**src/rtl/ring_pkg.sv**
```systemverilog
// rtl/ring_pkg.sv - shared state encoding and error-counter width for the ring decoder
package ring_pkg;

    typedef enum logic [1:0] {
        SEARCH = 2'd0,
        TRACK  = 2'd1,
        LOCKED = 2'd2
    } state_t;

    localparam int ERR_CNT_W = 8;

endpackage

```
**src/rtl/onehot_to_bin.sv**
```systemverilog
// rtl/onehot_to_bin.sv - combinational one-hot check and binary position encoder
module onehot_to_bin #(
    parameter int WIDTH = 4
) (
    input  logic [WIDTH-1:0]         vec,
    output logic                     is_onehot,
    output logic [$clog2(WIDTH)-1:0] index
);

    localparam int IW = $clog2(WIDTH);

    logic [1:0] ones;

    // ones saturates at 2: only "none", "exactly one" and "more than one" matter
    always_comb begin
        ones  = 2'd0;
        index = '0;
        for (int i = 0; i < WIDTH; i++) begin
            if (vec[i]) begin
                index = index | IW'(i);
                if (ones != 2'd2) begin
                    ones = ones + 2'd1;
                end
            end
        end
        is_onehot = (ones == 2'd1);
    end

endmodule

```
**src/rtl/ring_decoder.sv**
```systemverilog
// rtl/ring_decoder.sv - ring-counter decoder with sequence lock and error pulse
// Optional error counter enabled by RING_DECODER_ERR_COUNT_EN.
module ring_decoder
    import ring_pkg::*;
#(
    parameter int WIDTH      = 4,
    parameter int LOCK_COUNT = 3
) (
    input  logic                     clk,
    input  logic                     reset,
    input  logic                     in_valid,
    input  logic [WIDTH-1:0]         ring_in,
    output logic [$clog2(WIDTH)-1:0] index,
    output logic                     index_valid,
    output logic                     locked,
    output logic                     err,
    output logic [ERR_CNT_W-1:0]     err_count
);

    localparam int IW = $clog2(WIDTH);
    localparam int CW = $clog2(LOCK_COUNT + 1);

    state_t           state_q, state_d;
    logic [WIDTH-1:0] prev_q, prev_d;
    logic [CW-1:0]    cnt_q, cnt_d;
    logic [IW-1:0]    index_q, index_d;
    logic             index_valid_q, index_valid_d;
    logic             err_q, err_d;

    logic             is_onehot;
    logic [IW-1:0]    dec_index;
    logic [WIDTH-1:0] succ;

    onehot_to_bin #(.WIDTH(WIDTH)) u_dec (
        .vec       (ring_in),
        .is_onehot (is_onehot),
        .index     (dec_index)
    );

    assign succ = {prev_q[WIDTH-2:0], prev_q[WIDTH-1]};

    always_comb begin
        state_d       = state_q;
        prev_d        = prev_q;
        cnt_d         = cnt_q;
        index_d       = index_q;
        index_valid_d = 1'b0;
        err_d         = 1'b0;
        if (in_valid) begin
            index_valid_d = is_onehot;
            if (is_onehot) begin
                index_d = dec_index;
            end
            if (state_q == SEARCH) begin
                if (is_onehot) begin
                    prev_d  = ring_in;
                    cnt_d   = CW'(1);
                    state_d = TRACK;
                end
            end else if (ring_in == succ) begin
                prev_d = ring_in;
                if (state_q == TRACK) begin
                    cnt_d = cnt_q + CW'(1);
                    if (cnt_q == CW'(LOCK_COUNT - 1)) begin
                        state_d = LOCKED;
                    end
                end
            end else begin
                // a break only counts as an error once the sequence was confirmed
                err_d = (state_q == LOCKED);
                if (is_onehot) begin
                    prev_d  = ring_in;
                    cnt_d   = CW'(1);
                    state_d = TRACK;
                end else begin
                    cnt_d   = '0;
                    state_d = SEARCH;
                end
            end
        end
    end

    always_ff @(posedge clk) begin
        if (reset) begin
            state_q       <= SEARCH;
            prev_q        <= '0;
            cnt_q         <= '0;
            index_q       <= '0;
            index_valid_q <= 1'b0;
            err_q         <= 1'b0;
        end else begin
            state_q       <= state_d;
            prev_q        <= prev_d;
            cnt_q         <= cnt_d;
            index_q       <= index_d;
            index_valid_q <= index_valid_d;
            err_q         <= err_d;
        end
    end

`ifdef RING_DECODER_ERR_COUNT_EN
    logic [ERR_CNT_W-1:0] err_cnt_q;

    always_ff @(posedge clk) begin
        if (reset) begin
            err_cnt_q <= '0;
        end else if (err_d && (err_cnt_q != '1)) begin
            err_cnt_q <= err_cnt_q + ERR_CNT_W'(1);
        end
    end

    assign err_count = err_cnt_q;
`else
    assign err_count = '0;
`endif

    assign index       = index_q;
    assign index_valid = index_valid_q;
    assign locked      = (state_q == LOCKED);
    assign err         = err_q;

endmodule

```
**config.mk**
```make
export PLATFORM = sky130hd
export DESIGN_NAME = ring_decoder
export DESIGN_NICKNAME = d
export VERILOG_FILES = /design/src/rtl/ring_pkg.sv /design/src/rtl/onehot_to_bin.sv /design/src/rtl/ring_decoder.sv
export SDC_FILE = /design/constraint.sdc
export NUM_CORES = 1
export LEC_CHECK = 0
export BUFFER_PORTS_ARGS = -buffer_cell sky130_fd_sc_hd__buf_4
export CAP_MARGIN = 20
export CELL_PAD_IN_SITES_DETAIL_PLACEMENT = 1
export CELL_PAD_IN_SITES_GLOBAL_PLACEMENT = 1
export CORE_AREA = 4 4 49 51
export CTS_CLUSTER_SIZE = 30
export DETAILED_ROUTE_END_ITERATION = 10
export DIE_AREA = 0 0 53 55
export HOLD_SLACK_MARGIN = 0.15
export PLACE_DENSITY_LB_ADDON = 0.1
export SYNTH_ARGS = -nofsm -noshare
export SYNTH_HDL_FRONTEND = slang
export SYNTH_SLANG_ARGS = --single-unit
```
**constraint.sdc**
```tcl
create_clock -name clk -period 2.9 [get_ports clk]
set_input_delay 0.58 -clock clk [delete_from_list [all_inputs] [get_ports clk]]
set_output_delay 0.58 -clock clk [all_outputs]
set_load 0.1 [all_outputs]
```
# After elaboration in Yosys (flattened, before gate mapping)
# Cells that the tools add are included.
# Widths: inputs -> output; s select.
[totals]
reg_bits = 12
in_bits = 7
out_inout_bits = 13
wordCells = 50
[classes]
n_addsub = 4
eq_ne = 11
n_mux = 22
bitwise_logic = 1
n_reduce_logical = 6
[op_table]
columns = ["op", "n"]
rows = [
  ["$mux 2", 16],
  ["$mux 4", 3],
  ["$add 2x1->2 const B", 4],
  ["$ne 2x2->1 const B", 4],
  ["$ne 3x2->1 const B", 2],
  ["$eq 2x1->1 const B", 2],
  ["$eq 2x2->1 const B", 2],
  ["$eq 4x4->1", 1],
  ["$reduce_and 4->1", 1],
  ["$reduce_or 4->1", 1],
  ["$mux 1", 3],
  ["$reduce_and 3->1", 1],
  ["$logic_not 2->1", 1],
  ["$reduce_and 2->1", 1],
  ["$reduce_or 2->1", 1],
  ["$not 1->1", 1],
]

# Depth between registers and ports, before layout
[logic_depth]
ltp_word = 14
mapped_depth = 9
ltp_nobuf = 9

# Cells and area by module
# A second synthesis with hierarchy kept.
[unflattened]
hier_cells = 88
hier_area_um2 = 742.0
[modules_own_cells]
columns = ["mod", "n_inst", "cells_per_inst", "area_per_inst_um2", "seq_area_each_um2"]
rows = [
  ["ring_decoder", 1, 75, 639.4, 240.2],
  ["onehot_to_bin", 1, 13, 102.6, 0.0],
]

# Worst setup path after synthesis
# No wires, ideal clock.
[synth_path]
kind = "register to output"
from = "register state_q[1]"
to = "output locked"
arrival_ns = 1.797
t_required_ns = 2.320
setup_slack_ns = 0.523
stages_incl_launch_ff = 2
path_buffers = 0
path_cell_list = "dfxtp_1 > nor2b_1"
[synth_via]
elab_chain_cells = 1
[synth_rtl]
columns = ["item", "line_no", "text"]
rows = [
  ["from (decl)", "ring_decoder.sv:23", "state_t state_q, state_d;"],
  ["from (signal assigned)", "ring_decoder.sv:92", "state_q <= state_d;"],
  ["$eq 2x2->1", "ring_decoder.sv:119", "assign locked = (state_q == LOCKED);"],
  ["to (decl)", "ring_decoder.sv:15", "output logic locked,"],
]
# No other way between the ends.

# Worst setup path after layout
[layout_path]
from = "input ring_in[1]"
to = "register prev_q[3]"
[layout_via]
elab_chain_cells = 11
elab_cells_between_ends = 14
classes_between = "2 x add/sub; 4 x eq/ne; 8 x mux"
[layout_rtl]
columns = ["item", "line_no", "text"]
rows = [
  ["from (decl)", "ring_decoder.sv:12", "input logic [WIDTH-1:0] ring_in,"],
  ["$mux 2", "onehot_to_bin.sv:19", "if (vec[i]) begin"],
  ["$add 2x1->2 or $ne 2x2->1 (tied branches)", "onehot_to_bin.sv:22, onehot_to_bin.sv:21", ""],
  ["$mux 2", "onehot_to_bin.sv:21", "if (ones != 2'd2) begin"],
  ["$mux 2", "onehot_to_bin.sv:19", ""],
  ["$add 2x1->2 or $ne 2x2->1 (tied branches)", "onehot_to_bin.sv:22, onehot_to_bin.sv:21", ""],
  ["$mux 2", "onehot_to_bin.sv:21", ""],
  ["$mux 2", "onehot_to_bin.sv:19", ""],
  ["$eq 2x1->1", "onehot_to_bin.sv:26", "is_onehot = (ones == 2'd1);"],
  ["$mux 4", "n/a", ""],
  ["$mux 4", "ring_decoder.sv:60", "end else if (ring_in == succ) begin"],
  ["$mux 4 *", "ring_decoder.sv:54", "if (state_q == SEARCH) begin"],
  ["to (signal assigned)", "ring_decoder.sv:93", "prev_q <= prev_d;"],
  ["to (decl)", "ring_decoder.sv:24", "logic [WIDTH-1:0] prev_q, prev_d;"],
]
# Every way passes the cells marked *; elsewhere a longest branch is shown, timed or not.
# A chain may end at the register's enable or synchronous reset.

==> results.sh <==
export IMPL_ir_drop_v=0.0003014
export IMPL_cts_made_buffers=3
export IMPL_setup_viol=0
export IMPL_drive_gt1_frac=0.2121
export IMPL_wl_um=1697
export IMPL_power_uw=437.1
export IMPL_post_cts_buffers=0
export IMPL_drv_cap=0
export IMPL_vias_per_cell=4.992
export IMPL_fin_nets=112
export IMPL_drtPass1Iterations=4
export IMPL_hold_violations=0
export IMPL_crit_family="adder cells"
export IMPL_ctsRootBufferMaster="clkbuf_4"
export IMPL_die_x_um=53
export IMPL_clkTransAtPathRegs_ns=0.08
export IMPL_gr_total_overflow=0
export IMPL_clock_fmax_mhz=474.8
export IMPL_cts_path_max_buffers=2
export IMPL_fp_dieH_um=55
export IMPL_cp_slowest_cell="o31ai_4"
export IMPL_grt_pass1_vias=682
export IMPL_crit_chain="buf_4, inv_1, ha_1, mux2i_1, ha_1, and3b_2, o31ai_4, o21ai_2, mux2i_1"
export IMPL_synth_edff_count=0
export IMPL_detail_route_drc_violations=0
export IMPL_syn_instance_count=87
export IMPL_outcome="completed"
export IMPL_grtUsageTotal=0.1445
export IMPL_core_area_um2=1942
export IMPL_placement_io_buffers=11
export IMPL_hpwl_um=1345
export IMPL_worstSetupStartpointType="input port"
export IMPL_rsz0062_at_grt="no"
export IMPL_cp_required_ns=3.10
export IMPL_gp_congestion=0.7192
export IMPL_htree_levels=1
export IMPL_dieArea_um2=2915
export IMPL_vias=629
export IMPL_ant_nets=0
export IMPL_grt_first_pass_wirelength_um=3029
export IMPL_fin_tns_setup_ns=0
export IMPL_insertion_delay_ns=0.27
export IMPL_cpPeakStageDelay_ns=0.31
export IMPL_synth_flop_cell="dfxtp_1"
export IMPL_worst_setup_path_type="input port to flop"
export IMPL_wire_per_inst_um=13.47
export IMPL_synth_seq_area_share=0.3033
export IMPL_syn_area_per_cell_um2=9.104
export IMPL_antenna_found_initial=0
export IMPL_synth_seq_cells=12
export IMPL_cts_sinks=12
export IMPL_endpoint_kind="flop"
export IMPL_cp_arrival_ns=2.30
export IMPL_std_cell_rows=16
export IMPL_n_antenna_cell=0
export IMPL_period_needed_ns=2.106
export IMPL_p_per_area_nw_per_um2=485.2
export IMPL_power_leakage_uw=0.0003871
export IMPL_grt_max_degree=11
export IMPL_drt_iter0_drc=14
export IMPL_hp_class="flop to flop"
export IMPL_yosysUniqueCellTypes=33
export IMPL_yosysWarnings=0
export IMPL_cts_resized_gates=0
export IMPL_holdBufCountCts=0
export IMPL_worst_path_max_fanout=5
export IMPL_crit_buf_inv=2
export IMPL_period_share=0.7262
export IMPL_async_flop_share=0
export IMPL_finClkSkew_ns=0.0003229
export IMPL_drv_slew=0
export IMPL_io_pins=20
export IMPL_cts_tree="done"
export IMPL_start_util=0.4079
export IMPL_areaGrowthSynthToFinish_pct=13.74
export IMPL_synth_area_um2=792.0
where the power goes:
| group | internal (uW) | switching, uW |
|---|---|---|
| combinational | 30.6 | 93.7 |
| clock | 76.3 | 61.8 |
| sequential | 170 | 4.30 |
cell usage after synthesis, types with 2 or more instances:
cell type	instances	area, um^2
a21oi_1	4	20.02
nor2_1	2	7.510
nor2b_1	3	18.77
ha_1	5	62.56
a211oi_1	2	15.01
buf_4	8	60.06
nand2_1	13	48.80
dfxtp_1	12	240.2
o21ai_0	3	15.01
inv_1	4	15.01
mux2i_1	5	50.05
xnor2_1	4	35.03
o21bai_1	2	15.01
worst reg2reg max path: cells and delay by family, from the launching register on:
kind / cells / cell delay [ns]
and+or+nand+nor: 1 / 0.21
muxes: 1 / 0.26
DFF: 1 / 0.33
AOI/OAI and AO/OA: 1 / 0.33
xor gates and xnor gates: 1 / 0.22
registers in the layout (all words and copies together) (netlist names):
name,cells
index_valid,1
state_q,2
index,2
prev_q,4
err,1
cnt_q,2
per-stage QoR:
step | instance area [um^2] | utilization | setup WS [ns] | cells | hold slack, ns
floorplan | 818.3 | - | 0.5230 | 94 | 0.4473
global placement | 864.6 | 0.4452 | 0.5633 | 122 | 0.4523
detailed placement | 864.6 | 0.4452 | 0.4734 | 122 | 0.4514
CTS | 900.9 | 0.4639 | 0.7822 | 126 | 0.4643
global route | 900.9 | 0.4639 | 0.6359 | 126 | 0.4835
finish | 900.9 | 0.4639 | 0.7940 | 126 | 0.4614
cell usage in the layout (no fill, tap or decap), types with 2 or more instances in the layout:
master and n:
nand2_1 13, dfxtp_1 12, buf_4 11, conb_1 8
mux2i_1 5, ha_1 5, inv_1 4, a21oi_1 4
xnor2_1 4, o21ai_0 3, nor2b_1 3, clkbuf_4 3
o21bai_1 2, nor2_1 2, a211oi_1 2
cell families after synthesis:
group	count (synthesis)	share of synthesized area
AND/OR/NAND/NOR	26	0.2070
AO/OA/AOI/OAI	20	0.1911
buffers and inverters	14	0.1074
flip-flops	12	0.3033
adder cells (fa/ha/maj)	5	0.07899
multiplexers	5	0.06319
XOR/XNOR	4	0.04423
other	1	0.004735
cell type report:
class | instances | area (um^2)
Fill cell | 248 | 1041
Multi-Input combinational cell | 68 | 493.0
Sequential cell | 12 | 240.2
Timing Repair Buffer | 11 | 82.58
Clock buffer | 4 | 36.28
Tap cell | 27 | 33.78
Inverter | 4 | 15.01
worst paths after layout:
kind	startpoint	endpoint	slack [ns]	cells past startpoint
worst max-delay path	ring_in[1]	prev_q[3]	0.79	9
worst min-delay path	index[0]	index[0]	0.46	2
worst max register to register	prev_q[1]	prev_q[3]	1.47	4
worst min register to register	index[0]	index[0]	0.46	2
per-layer routing:
layer / vias up / global-route usage / share of wire
met5: - / 0 / 0
met4: 0 / 0.05106 / 0.0035
met3: 2 / 0.03485 / 0.038
met2: 15 / 0.2438 / 0.48
met1: 296 / 0.1796 / 0.47
li1: 316 / - / -
Power figures use the tool's default switching activity.
